==> src/rtl/fetch_pkg.sv <==
// Shared constants and state encoding for the instruction-fetch front end.
package fetch_pkg;

   localparam logic [31:0] RESET_VECTOR_DEF = 32'h0000_0000;
   localparam logic [31:0] NOP              = 32'h0000_0000;
   localparam int unsigned PC_INC           = 4;
   localparam int unsigned PERF_W           = 32;

   typedef enum logic {
      EMPTY = 1'b0,
      FULL  = 1'b1
   } fetch_state_e;

endpackage

==> src/rtl/fetch_perf_counters.sv <==
// Saturating fetch / bubble event counters, built only when FETCH_PERF_EN is defined.
`ifdef FETCH_PERF_EN
module fetch_perf_counters
   import fetch_pkg::*;
(
   input  logic              clk,
   input  logic              reset,
   input  logic              fire,
   input  logic              bubble,
   output logic [PERF_W-1:0] perf_fetch_cnt,
   output logic [PERF_W-1:0] perf_bubble_cnt
);

   function automatic logic [PERF_W-1:0] sat_inc(input logic [PERF_W-1:0] v);
      return (&v) ? v : v + PERF_W'(1);
   endfunction

   always_ff @(posedge clk or posedge reset) begin
      if (reset) begin
         perf_fetch_cnt  <= '0;
         perf_bubble_cnt <= '0;
      end else begin
         if (fire)   perf_fetch_cnt  <= sat_inc(perf_fetch_cnt);
         if (bubble) perf_bubble_cnt <= sat_inc(perf_bubble_cnt);
      end
   end

endmodule
`endif

==> src/rtl/fetch_stage.sv <==
// Instruction-fetch front end: PC, one-cycle-latency icache interface, redirect kill.
// Optional performance counters are enabled by defining FETCH_PERF_EN.
module fetch_stage
   import fetch_pkg::*;
#(
   parameter int                    ADDR_WIDTH   = 32,
   parameter int                    DATA_WIDTH   = 32,
   parameter logic [ADDR_WIDTH-1:0] RESET_VECTOR = RESET_VECTOR_DEF[ADDR_WIDTH-1:0]
) (
   input  logic                  clk,
   input  logic                  reset,
   input  logic                  stall,
   input  logic                  redirect,
   input  logic [ADDR_WIDTH-1:0] redirect_pc,
   output logic                  icache_enable,
   output logic [ADDR_WIDTH-1:0] icache_addr,
   input  logic [DATA_WIDTH-1:0] icache_data,
   output logic [DATA_WIDTH-1:0] instr,
   output logic [ADDR_WIDTH-1:0] instr_pc,
   output logic [ADDR_WIDTH-1:0] pc_plus4,
   output logic                  instr_valid
`ifdef FETCH_PERF_EN
   ,
   output logic [PERF_W-1:0]     perf_fetch_cnt,
   output logic [PERF_W-1:0]     perf_bubble_cnt
`endif
);

   localparam logic [ADDR_WIDTH-1:0] INC = ADDR_WIDTH'(PC_INC);

   logic [ADDR_WIDTH-1:0] pc, pc_d;
   logic [ADDR_WIDTH-1:0] pc_q, pc_q_d;
   fetch_state_e          valid_q, valid_d;
   logic                  fire;

   assign fire = !stall && !redirect;

   always_ff @(posedge clk or posedge reset) begin
      if (reset) begin
         pc      <= RESET_VECTOR;
         pc_q    <= '0;
         valid_q <= EMPTY;
      end else begin
         pc      <= pc_d;
         pc_q    <= pc_q_d;
         valid_q <= valid_d;
      end
   end

   // Redirect outranks stall and kills whatever read is in flight.
   always_comb begin
      pc_d    = pc;
      pc_q_d  = pc_q;
      valid_d = valid_q;
      if (redirect) begin
         pc_d    = {redirect_pc[ADDR_WIDTH-1:2], 2'b00};
         valid_d = EMPTY;
      end else if (fire) begin
         pc_q_d  = pc;
         pc_d    = pc + INC;
         valid_d = FULL;
      end
   end

   assign icache_enable = fire;
   assign icache_addr   = {pc[ADDR_WIDTH-1:2], 2'b00};
   assign instr_valid   = (valid_q == FULL);
   assign instr         = instr_valid ? icache_data : NOP[DATA_WIDTH-1:0];
   assign instr_pc      = pc_q;
   assign pc_plus4      = pc_q + INC;

`ifdef FETCH_PERF_EN
   fetch_perf_counters u_perf (
      .clk             (clk),
      .reset           (reset),
      .fire            (fire),
      .bubble          (!instr_valid || stall),
      .perf_fetch_cnt  (perf_fetch_cnt),
      .perf_bubble_cnt (perf_bubble_cnt)
   );
`endif

endmodule

==> config.mk <==
export PLATFORM = sky130hd
export DESIGN_NAME = fetch_stage
export DESIGN_NICKNAME = d
export VERILOG_FILES = /design/src/rtl/fetch_pkg.sv /design/src/rtl/fetch_perf_counters.sv /design/src/rtl/fetch_stage.sv
export SDC_FILE = /design/constraint.sdc
export NUM_CORES = 1
export LEC_CHECK = 0
export ABC_CLOCK_PERIOD_IN_PS = 1800
export CAP_MARGIN = 15
export CELL_PAD_IN_SITES_DETAIL_PLACEMENT = 0
export CELL_PAD_IN_SITES_GLOBAL_PLACEMENT = 1
export CORE_ASPECT_RATIO = 0.75
export CORE_MARGIN = 2
export CORE_UTILIZATION = 26
export CTS_CLUSTER_DIAMETER = 80
export CTS_CLUSTER_SIZE = 8
export DETAILED_ROUTE_END_ITERATION = 16
export GPL_ROUTABILITY_DRIVEN = 1
export PLACE_DENSITY = 0.88
export SLEW_MARGIN = 20
export SYNTH_ARGS = -nofsm -noshare
export SYNTH_HDL_FRONTEND = slang
export SYNTH_SLANG_ARGS = --single-unit
==> constraint.sdc <==
create_clock -name clk -period 1.8 [get_ports clk]
set_input_delay 0.27 -clock clk [delete_from_list [all_inputs] [get_ports clk]]
set_output_delay 0.27 -clock clk [all_outputs]
set_load 0.02 [all_outputs]
# ---- Word-level counts from Yosys, hierarchy flattened
# Cells that the tools add are included.
dict set report totals {
  register_bits 65
  in_bits 68
  out_inout_bits 130
  elab_cells 16
}
dict set report op_classes {
  add_sub_neg 2
  n_mux 5
  n_bitwise 1
  reduce_logical 5
}
# op n
set ops {}
lappend ops {{32-bit 2-to-1 mux} 3}
lappend ops {{32-bit by 3-bit adder with 32-bit output, second input constant} 2}
lappend ops {{1-bit zero test} 2}
lappend ops {{1-bit 2-to-1 mux} 2}
lappend ops {{2-bit AND reduction} 1}
lappend ops {{2-bit nonzero test} 1}
lappend ops {{1-bit logical AND} 1}
lappend ops {{1-bit inverter} 1}

# ---- Longest topological paths before layout
# Gate-level depths: netlist (run 1).
dict set report depth {
  word_depth 4
  ltp_mapped 7
}

# ---- Worst setup path before layout (run 1)
# No wires, ideal clock.
dict set report synth_timing {
  kind {register to output}
  from {register pc_q[4] (netlist: instr_pc[4])}
  to {output port pc_plus4[18]}
  arrival_time_ns 1.751
  path_slack_ns -0.221
  stages_incl_launch_ff 6
  path_buffers 1
  cell_sequence {dfrtp_1 > and4_1 > and4_1 > clkbuf_1 > nand4_1 > xnor2_1}
}
dict set report synth_between {
  elab_chain_cells 1
}
# element line_no
set synth_lines {}
lappend synth_lines {{start: declaration} fetch_stage.sv:32} ;# logic [ADDR_WIDTH-1:0] pc_q, pc_q_d;
lappend synth_lines {{start signal: assignment} fetch_stage.sv:45} ;# pc_q <= pc_q_d;
lappend synth_lines {{32-bit by 3-bit adder with 32-bit output} fetch_stage.sv:70} ;# assign pc_plus4 = pc_q + INC;
lappend synth_lines {{end: declaration} fetch_stage.sv:20} ;# output logic [ADDR_WIDTH-1:0] pc_plus4,
# Every way passes these cells.

# ---- Worst setup path in the final report (run 1)
dict set report layout_timing {
  from {register pc_q[7] (netlist: instr_pc[7])}
  to {output port pc_plus4[15]}
}
# The elaborated chain is that of the path after synthesis.

==> results of run 1 <==
cell usage in the layout (no fill, tap or decap), types with 12 or more instances in the layout:
master / count
clkdlybuf4s50_1: 118
dfrtp_1: 43
xnor2_2: 18
dfrtp_2: 18
buf_4: 117
dlygate4sd2_1: 37
and2_1: 34
xor2_1: 13
nand2_1: 35
nor2_1: 12
nand4_1: 17
mux2_2: 30
nand3_1: 26
o21ai_0: 19
critical path, cell delays in order (launching register included):
cell and delay, ns:
dfrtp_2 0.37, nand4_1 0.18, nor4b_4 0.35, buf_4 0.21, buf_4 0.12, nand2_2 0.06, xnor2_2 0.12, buf_4 0.15
power by group through the flow:
stage / logic [mW] / clock network [mW] / registers (mW)
2_1_floorplan: 0.813 / 0 / 2.11
3_3_place_gp: 2.54 / 0 / 1.73
3_5_place_dp: 2.57 / 0 / 1.75
4_1_cts: 2.50 / 1.52 / 1.73
5_1_grt: 2.70 / 1.58 / 1.76
6_report: 2.54 / 1.49 / 1.74
state kept, by name, summed over array words and instances, names as in the netlist:
name / flops
instr_pc: 30
pc: 30
instr_valid: 1
what timing repair did:
action                     in CTS  in global routing
resized for setup             178                 30
pin swaps                      15                  6
cloned                          1                  0
buffers inserted                5                  8
setup endpoints to repair      64                 34
worst max-delay path by stage:
stage / from / to / depth (start not counted)
detailed placement: instr_pc[5]$_DFFE_PP0P_ / pc_plus4[31] / 6
floorplan: instr_pc[4]$_DFFE_PP0P_ / pc_plus4[21] / 4
finish: instr_pc[7]$_DFFE_PP0P_ / pc_plus4[15] / 7
CTS: instr_pc[6]$_DFFE_PP0P_ / pc_plus4[31] / 6
global route: instr_pc[7]$_DFFE_PP0P_ / pc_plus4[27] / 6
global placement: instr_pc[6]$_DFFE_PP0P_ / pc_plus4[31] / 6
stage by stage:
step           hold WS (ns)  power (mW)  setup WS, ns  setup TNS (ns)   util
2_1_floorplan         0.382        2.92       -0.0750          -0.332      -
3_3_place_gp          0.523        4.28        -0.425          -12.00  0.472
3_5_place_dp          0.539        4.32        -0.444          -13.30  0.472
4_1_cts               0.395        5.76        -0.341           -4.66  0.490
5_1_grt               0.422        6.04        -0.440           -7.86  0.501
6_report              0.374        5.76        -0.348           -5.99  0.501
cell type report:
class	instances	area, um2	share of cell area
multi-input combinational	300	2310	0.332
clock buffer	11	233	0.0335
tap	175	219	0.0315
timing repair buffer	288	2580	0.371
clock inverter	5	27.5	0.00396
inverter	7	30.0	0.00432
sequential	61	1550	0.223
cells by family after synthesis:
kind of cell    Yosys count  synth area share
other cells               1           0.00100
fa+ha+maj                 2           0.00669
simple gates            177             0.276
mux                      31            0.0929
compound gates           44            0.0742
flops                    61             0.408
buf+inv                  34            0.0478
xor+xnor                 40            0.0936
metal layers:
layer / vias to the layer above / track usage / wire length [um]
met2: 190 / 0.288 / 6360
met5: - / 0 / 0
met4: 0 / 0.0552 / 224
met3: 19 / 0.0436 / 1170
met1: 1913 / 0.213 / 5520
li1: 1946 / - / -
==> summary.md, run 1 <==
| Metric | Value |
|---|---|
| Status | `finished, violations left` |
| Failing checks | `setup timing` |
| Pin count of the biggest net entering global routing | `62` |
| Final min period | `about 2.1 ns` |
| Via Count | `4068` |
| Initial antenna violation count | `0` |
| Global route overflow | `0` |
| Die area | `around 0.015 mm2` |
| Fmax | `roughly 0.47 GHz` |
| Synth-to-layout area growth | `85.8%` |
| DRC viols | `0` |
| R2r endpoint | `pc[24]$_DFFE_PP0N_` |
| Row cnt | `37` |
| Fin. Hold Viols | `0` |
| CP Class | `reg -> out` |
| CTS sink cnt | `a little over 60` |
| Hold WC Path Type | `in -> async` |
| Worst Path Arrival | `approximately 1.9 ns` |
| Final Cell Area | `around 0.0070 mm2` |
| P_int | `between 3 and 4 mW` |
| I/O Buffers | `roughly 190` |
| Critical path peak fanout | `4` |
| Placed cell area | `about 0.0066 mm2` |
| Setup Viol. Count Final | `24` |
| Die width | `roughly 140 um` |
| Peak supply drop | `roughly 370 uV` |
| CP endpoint kind | `primary output` |
| Post-layout nets | `737` |
| Post-DP HPWL | `10500 um` |
| RR Startpoint | `pc[9]$_DFFE_PP0N_` |
| Psw | `between 1.5 and 2 mW` |
| Startpoint Class | `flip-flop` |
| Final setup margin | `-0.348 ns` |
| First DRT Iteration DRCs | `around 180` |
| Comb pwr share | `0.441` |
| Share of layout cells above drive strength 1 | `0.347` |
| I/O pin total | `a little under 200` |
| Hold Buf Count CTS | `0` |
| Synthesized area | `0.00374 mm2` |
| Leakage power | `a little over 3 nW` |
| Total CTS buffers | `9` |
| Die height | `approximately 110 um` |
| Max clock buf depth | `2` |
| Diodes inserted | `0` |
| Filler cells | `~1300` |
| Cell depth of the worst flop-to-flop path | `5` |
| CTS tree | `built` |
| Dominant cells by area after synthesis | `dfrtp_1, mux2_2, xnor2_1` |
| Initial Util | `0.269` |
| Placed cell count | `817` |
| Number of flops mapped to enable cells by yosys | `0` |
| Final Slew Violations | `0` |
| Htree depth | `3` |
| Flops & latches, synth | `between 60 and 70` |
| Worst-Skew Late Latency | `between 0.3 and 0.4 ns` |
| Number of max-cap violations | `0` |
| Unrepaired setup endpoints after global routing | `true` |
| Vias/cell | `4.80` |
| Post-synth ARST share | `1.00` |
| Most numerous cell in the Yosys netlist | `dfrtp_1` |
| Seq/Total Area, Yosys | `0.408` |
| Pwr dens | `a little over 800 mW/mm2` |
| Vias in the first global route | `just over 4000` |
| Setup slack, reg-to-reg | `around 0.050 ns` |
| Clock network power share | `0.258` |
| Synth Flop Type | `dfrtp_1` |
| Synth cell count leaders | `dfrtp_1, nand2_1, nand3_1` |
| Synth top area share | `0.408` |
| 1st-pass router iterations | `5` |
| Global-route wire length before repair | `between 20000 and 25000 um` |
| Synth unique cells | `43` |
| Sequential share of power | `0.301` |
| Final std cells w/o fill | `roughly 850` |
| Synth area leader | `dfrtp_1` |
| Period utilization | `1.19` |
| Routed WL per cell | `between 15 and 20 um` |
| Clock root buffer | `clkbuf_16` |
| Avg Inst Size Synth | `roughly 9.6 um2` |
| Worst Clk Skew | `~0.0049 ns` |
| Switching portion of total power | `0.344` |
| Syn Inst Count | `between 300 and 400` |
| Clock transition at path regs | `0.05 ns` |
| Yosys Warn Count | `0` |
| Routability Congestion | `between 0.8 and 0.9` |
| Worst path required time | `between 1.5 and 2 ns` |
| Post-route ant nets | `0` |
| WL final | `13300 um` |
| Core area | `0.0139 mm2` |
| Total track usage | `0.170` |
Note: power is estimated with default switching activity, not from simulation.
==> run 2, diff against run 1 <==
--- a/config.mk
+++ b/config.mk
@@ -5,18 +5,19 @@
 export SDC_FILE = /design/constraint.sdc
 export NUM_CORES = 1
 export LEC_CHECK = 0
-export ABC_CLOCK_PERIOD_IN_PS = 1800
+export ABC_CLOCK_PERIOD_IN_PS = 2200
 export CAP_MARGIN = 15
 export CELL_PAD_IN_SITES_DETAIL_PLACEMENT = 0
 export CELL_PAD_IN_SITES_GLOBAL_PLACEMENT = 1
 export CORE_ASPECT_RATIO = 0.75
 export CORE_MARGIN = 2
-export CORE_UTILIZATION = 26
+export CORE_UTILIZATION = 29
 export CTS_CLUSTER_DIAMETER = 80
 export CTS_CLUSTER_SIZE = 8
 export DETAILED_ROUTE_END_ITERATION = 16
 export GPL_ROUTABILITY_DRIVEN = 1
-export PLACE_DENSITY = 0.88
+export PLACE_DENSITY = 0.92
+export SKIP_CTS_REPAIR_TIMING = 1
 export SLEW_MARGIN = 20
 export SYNTH_ARGS = -nofsm -noshare
 export SYNTH_HDL_FRONTEND = slang
==> constraint.sdc (replaced) <==
create_clock -name clk -period 2.2 [get_ports clk]
set_input_delay 0.33 -clock clk [delete_from_list [all_inputs] [get_ports clk]]
set_output_delay 0.33 -clock clk [all_outputs]
set_load 0.02 [all_outputs]
==> run 2 against run 1 <==
Compared with the run above:
- the flow still finishes with violations (setup timing)
- worst setup slack better by 0.33 ns
- hold slack worse by 0.15 ns
- via count is 3.0% lower
- core utilization is 2.5 points higher
- first-iteration DRC count is 8.7% lower
- critical endpoint is now pc_plus4[21]
- highest routed layer unchanged
- clock skew is 0.0017 ns higher
==> summary.md, run 2 (synthesis gave the netlist of run 1 again) <==
| Metric | Value |
|---|---|
| Status | `finished, violations left` |
| Failing checks | `setup timing` |
| Post-DP HPWL | `9920 um (-5.2%)` |
| Clock root buffer | `clkbuf_16` |
| Critical path peak fanout | `9 (+5)` |
| Total CTS buffers | `9 (unchanged)` |
| Max clock buf depth | `2 (unchanged)` |
| Pin count of the biggest net entering global routing | `56 (-9.7%)` |
| Die width | `135 um (-5.2%)` |
| CP Class | `reg -> out` |
| Global-route wire length before repair | `20100 um (-2.6%)` |
| Vias in the first global route | `4056 (-1.7%)` |
| WL final | `12600 um (-5.0%)` |
| Worst path required time | `1.87 ns (+0.34 ns)` |
| Leakage power | `2.80 nW (-10%)` |
| 1st-pass router iterations | `4 (-1)` |
| Final std cells w/o fill | `800 (-5.5%)` |
| Core area | `0.0124 mm2 (-10%)` |
| Routed WL per cell | `15.8 um (+0.59%)` |
| Routability Congestion | `0.809 (-2.4%)` |
| Clock transition at path regs | `0.05 ns (about the same)` |
| Hold WC Path Type | `in -> async` |
| Peak supply drop | `378 uV (+1.4%)` |
| Initial antenna violation count | `1 (+1)` |
| Row cnt | `35 (-5.4%)` |
| Htree depth | `3 (unchanged)` |
| Setup TNS | `-0.0127 ns (+5.97 ns)` |
| I/O Buffers | `189 (unchanged)` |
| CTS sink cnt | `61 (unchanged)` |
| Worst Path Arrival | `1.88 ns (about the same)` |
| I/O pin total | `198 (unchanged)` |
| Startpoint Class | `flip-flop` |
| Worst-Skew Late Latency | `0.32 ns (about the same)` |
| Initial Util | `0.301 (+0.0314)` |
| Pwr dens | `761 mW/mm2 (-8.2%)` |
| Die area | `0.0138 mm2 (-10%)` |
| Share of layout cells above drive strength 1 | `0.204 (-0.143)` |
| Setup Viol. Count Final | `1 (-96%)` |
| Period utilization | `1.01` |
| Worst Clk Skew | `0.00660 ns (+0.00169 ns)` |
| Placed cell count | `781 (-4.4%)` |
| Hold_ws | `0.220 ns (-0.154 ns)` |
| Post-route ant nets | `0 (unchanged)` |
| DRC viols | `0 (unchanged)` |
| Most frequent cells in the layout | `clkdlybuf4s50_1, buf_4, dfrtp_1` |
| Fmax | `~0.45 GHz` |
| Commonest non-fill, non-tap cell in the layout | `clkdlybuf4s50_1` |
| CTS tree | `built` |
| Core Util, Final | `0.526 (+0.0252)` |
| Die height | `102 um (-5.1%)` |
| First DRT Iteration DRCs | `167 (-8.7%)` |
| Final Cell Area | `0.00654 mm2 (-5.9%)` |
| Placed cell area | `0.00617 mm2 (-5.9%)` |
| Vias/cell | `4.93 (+2.7%)` |
| Post-layout nets | `699 (-5.2%)` |
| Fin. Hold Viols | `0 (unchanged)` |
| Synth-to-layout area growth | `74.7%` |
| Final Slew Violations | `0 (unchanged)` |
| Final min period | `between 2 and 2.5 ns` |
| Unrepaired setup endpoints after global routing | `true` |
| Final setup margin | `-0.0127 ns (+0.335 ns)` |
| Final Power | `4.98 mW (-14%)` |
| Number of max-cap violations | `0 (unchanged)` |
| Total track usage | `0.184 (+0.0137)` |
| Via Count | `3945 (-3.0%)` |
| Place WS | `-0.0804 ns (+0.364 ns)` |
| CP endpoint kind | `primary output` |
| Global route overflow | `0 (unchanged)` |
run 2: worst paths after layout:
| kind | from | endpoint | slack [ns] | depth (start not counted) |
|---|---|---|---|---|
| setup / recovery | instr_pc[7]$_DFFE_PP0P_ | pc_plus4[21] | -0.01 | 7 |
| hold reg to reg | instr_pc[10]$_DFFE_PP0P_ | instr_pc[10]$_DFFE_PP0P_ | 0.56 | 1 |
| setup reg to reg | pc[10]$_DFFE_PP0N_ | pc[30]$_DFFE_PP0N_ | 0.26 | 5 |
| hold / removal | reset | pc[5]$_DFFE_PP0N_ | 0.22 | 2 |
| max in group asynchronous | reset | instr_pc[13]$_DFFE_PP0P_ | 1.44 | 3 |
| min in group clk | instr_pc[10]$_DFFE_PP0P_ | instr_pc[10]$_DFFE_PP0P_ | 0.56 | 1 |
run 2: critical path, stage by stage, from the launching register on:
cell	delay, ns
dfrtp_1	0.39
nand4_1	0.13
buf_4	0.16
nor4b_4	0.26
buf_6	0.17
nand4_1	0.11
xnor2_1	0.17
buf_4	0.16
run 2: layout make-up:
type                    count  area (um2)
fillers                  1104        5900
repair buffers            250        2360
multi-input cells         300        2070
flip-flops and latches     61        1530
clock buffers              11         253
well taps                 166         208
clock inverters             4        95.1
inverters                   7        26.3
diodes                      1        2.50
run 2: power breakdown:
part | leakage, nW | switching, mW | internal [mW]
Clock | 0.172 | 0.477 | 1.16
Combinational | 1.90 | 0.929 | 0.972
Sequential | 0.725 | 0.157 | 1.28
Total | 2.80 | 1.56 | 3.41
run 2: per-layer routing:
metal,wire (um),share of wire,global-route usage,vias up
met2,5960,0.47,0.314,183
li1,-,-,-,1879
met5,0,0,0,-
met3,1120,0.089,0.0491,17
met4,233,0.018,0.0769,0
met1,5300,0.42,0.222,1866
==> run 3, diff against run 2 <==
--- a/config.mk
+++ b/config.mk
@@ -5,18 +5,18 @@
 export SDC_FILE = /design/constraint.sdc
 export NUM_CORES = 1
 export LEC_CHECK = 0
-export ABC_CLOCK_PERIOD_IN_PS = 2200
+export ABC_CLOCK_PERIOD_IN_PS = 2700
 export CAP_MARGIN = 15
 export CELL_PAD_IN_SITES_DETAIL_PLACEMENT = 0
 export CELL_PAD_IN_SITES_GLOBAL_PLACEMENT = 1
 export CORE_ASPECT_RATIO = 0.75
 export CORE_MARGIN = 2
-export CORE_UTILIZATION = 29
+export CORE_UTILIZATION = 31
 export CTS_CLUSTER_DIAMETER = 80
 export CTS_CLUSTER_SIZE = 8
 export DETAILED_ROUTE_END_ITERATION = 16
 export GPL_ROUTABILITY_DRIVEN = 1
-export PLACE_DENSITY = 0.92
+export PLACE_DENSITY = 0.95
 export SKIP_CTS_REPAIR_TIMING = 1
 export SLEW_MARGIN = 20
 export SYNTH_ARGS = -nofsm -noshare
==> constraint.sdc (replaced) <==
create_clock -name clk -period 2.7 [get_ports clk]
set_input_delay 0.405 -clock clk [delete_from_list [all_inputs] [get_ports clk]]
set_output_delay 0.405 -clock clk [all_outputs]
set_load 0.02 [all_outputs]
==> run 3 against run 2 <==
Compared with the run above:
- the run now ends clean
- total power fell by 26%
- global-route usage fell by 0.32 points
- cell count decreased by 6.8%
- register-to-register slack improved by 0.42 ns
- core utilization decreased by 0.13 points
- design area shrank 6.2%
- clock power fell by 34%
- combinational power decreased by 32%
- largest cell class is now multi-input gates
- largest power group unchanged
==> summary.md, run 3 (synthesis gave the netlist of run 1 again) <==
| Metric | Value |
|---|---|
| Status | `finished, final reports clean` |
| Peak supply drop | `330 uV (-13%)` |
| Startpoint Class | `flip-flop` |
| Die width | `131 um (-3.2%)` |
| Max-slew headroom | `0.552` |
| Initial antenna violation count | `0 (-1)` |
| Global-route wire length before repair | `18300 um (-8.8%)` |
| Period utilization | `0.937` |
| Critical path peak fanout | `6 (-3)` |
| Share of layout cells above drive strength 1 | `0.113 (-0.0908)` |
| DRC viols | `0 (unchanged)` |
| Commonest non-fill, non-tap cell in the layout | `clkdlybuf4s50_1` |
| Crit path to | `pc_plus4[11]` |
| Core area | `0.0117 mm2 (-5.9%)` |
| Post-DP HPWL | `9130 um (-8.0%)` |
| Worst path bufs/invs | `1 (-2)` |
| Worst Path Arrival | `2.12 ns (+0.24 ns)` |
| Synth-to-layout area growth | `64.0%` |
| Post-layout nets | `650 (-7.0%)` |
| Routed WL per cell | `15.7 um (-0.30%)` |
| Placed cell area | `0.00581 mm2 (-5.9%)` |
| Worst path required time | `2.30 ns (+0.43 ns)` |
| Clock transition at path regs | `0.05 ns (about the same)` |
| Htree depth | `3 (unchanged)` |
| Pin count of the biggest net entering global routing | `62 (+11%)` |
| Worst path cell trace | `nand4_1 -> nor2_1 -> nand4_1 -> xnor2_1 -> clkdlybuf4s50_1` |
| WL final | `11700 um (-7.0%)` |
| Fin. Hold Viols | `0 (unchanged)` |
| Unrepaired setup endpoints after global routing | `false` |
| Slowest CP cell | `clkdlybuf4s50_1` |
| Vias in the first global route | `3628 (-11%)` |
| Number of max-cap violations | `0 (unchanged)` |
| Crit path max-delay family | `buffers and inverters` |
| Fmax | `~0.40 GHz` |
| CP startpoint | `instr_pc[6]$_DFFE_PP0P_` |
| Clock root buffer | `clkbuf_16` |
| Total CTS buffers | `9 (unchanged)` |
| Sequential cell area | `0.00153 mm2 (+0.16%)` |
| I/O pin total | `198 (unchanged)` |
| Final Cell Area | `0.00614 mm2 (-6.2%)` |
| Leakage power | `2.53 nW (-9.6%)` |
| Post-route ant nets | `0 (unchanged)` |
| Die area | `0.0130 mm2 (-6.2%)` |
| Worst path max stage delay | `0.62 ns (+0.23 ns)` |
| Setup TNS | `0 ns (+0.0127 ns)` |
| RR Startpoint | `pc[9]$_DFFE_PP0N_` |
| Vias/cell | `5.06 (+2.6%)` |
| Setup Viol. Count Final | `0 (-1)` |
| Row cnt | `34 (-2.9%)` |
| Global route overflow | `0 (unchanged)` |
| Die height | `99.2 um (-3.2%)` |
| 1st-pass router iterations | `4 (unchanged)` |
| CP endpoint kind | `primary output` |
| Pwr dens | `597 mW/mm2 (-22%)` |
| I/O Buffers | `189 (unchanged)` |
| Filler cells | `1051 (-4.8%)` |
| Most frequent cells in the layout | `clkdlybuf4s50_1, dfrtp_1, nand2_1` |
| Multi-input logic area | `0.00206 mm2 (-0.30%)` |
| Most frequent CP cell | `nand4_1` |
| CTS tree | `built` |
| Max clock buf depth | `2 (unchanged)` |
| Hold WC Path Type | `in -> async` |
| First DRT Iteration DRCs | `244 (+46%)` |
| CTS sink cnt | `61 (unchanged)` |
| Final Slew Violations | `0 (unchanged)` |
| CP Class | `reg -> out` |
| Routability Congestion | `0.837 (+3.5%)` |
| Diodes inserted | `0 (-1)` |
| R2r endpoint | `pc[30]$_DFFE_PP0N_` |
| Worst-Skew Late Latency | `0.32 ns (about the same)` |
| Final min period | `~2.5 ns` |
| Setup slack, reg-to-reg | `0.68 ns (+0.42 ns)` |
| Via Count | `3774 (-4.3%)` |
| Worst path depth | `5 (-2)` |
| Initial Util | `0.320 (+0.0190)` |
| Total track usage | `0.181 (-0.00321)` |
| Worst slew pin tran | `~0.67 ns` |
| Worst Clk Skew | `0.00631 ns (-0.000281 ns)` |
| Cell depth of the worst flop-to-flop path | `5 (unchanged)` |
-- run 3: per-layer routing --
layer / GRT usage / wire length, um
met1: 0.227 / 4760
met2: 0.300 / 5710
met3: 0.0554 / 1160
met4: 0.0548 / 101
met5: 0 / 0
-- run 3: worst min-delay path: stages --
cell             delay, ns
clkdlybuf4s50_1       0.42
inv_2                 0.07
buf_12                0.28
-- run 3: stage by stage --
| stage | util | hold slack, ns | power [mW] | std cells | worst slack (ns) |
|---|---|---|---|---|---|
| after floorplan | - | 0.525 | 1.89 | 395 | 0.544 |
| after global placement | 0.496 | 0.572 | 2.58 | 731 | 0.229 |
| after detailed placement | 0.496 | 0.568 | 2.60 | 731 | 0.128 |
| after CTS | 0.521 | 0.479 | 3.71 | 746 | -0.221 |
| after global routing | 0.524 | 0.485 | 3.85 | 746 | 0.0251 |
| final | 0.524 | 0.453 | 3.66 | 746 | 0.171 |
-- run 3: worst min-delay path by stage --
stage	slack, ns	cells past startpoint	to
2_1_floorplan	0.52	2	pc[18]$_DFFE_PP0N_
3_5_place_dp	0.57	1	instr_pc[31]$_DFFE_PP0P_
5_1_grt	0.49	3	pc[6]$_DFFE_PP0N_
3_3_place_gp	0.57	1	instr_pc[31]$_DFFE_PP0P_
6_report	0.45	3	pc[5]$_DFFE_PP0N_
4_1_cts	0.48	3	pc[5]$_DFFE_PP0N_
-- run 3: final cells by class --
class                      count  area share
clock inverter                 5     0.00856
clock buffer                  10      0.0373
tap                          162      0.0330
inverter                       7     0.00428
multi-input combinational    300       0.336
sequential                    61       0.249
timing repair buffer         201       0.332
-- run 3: power breakdown --
group          switching [mW]  leakage (nW)  internal, mW
logic                   0.617          1.67         0.687
registers               0.226         0.722          1.05
clock network           0.385         0.138         0.703
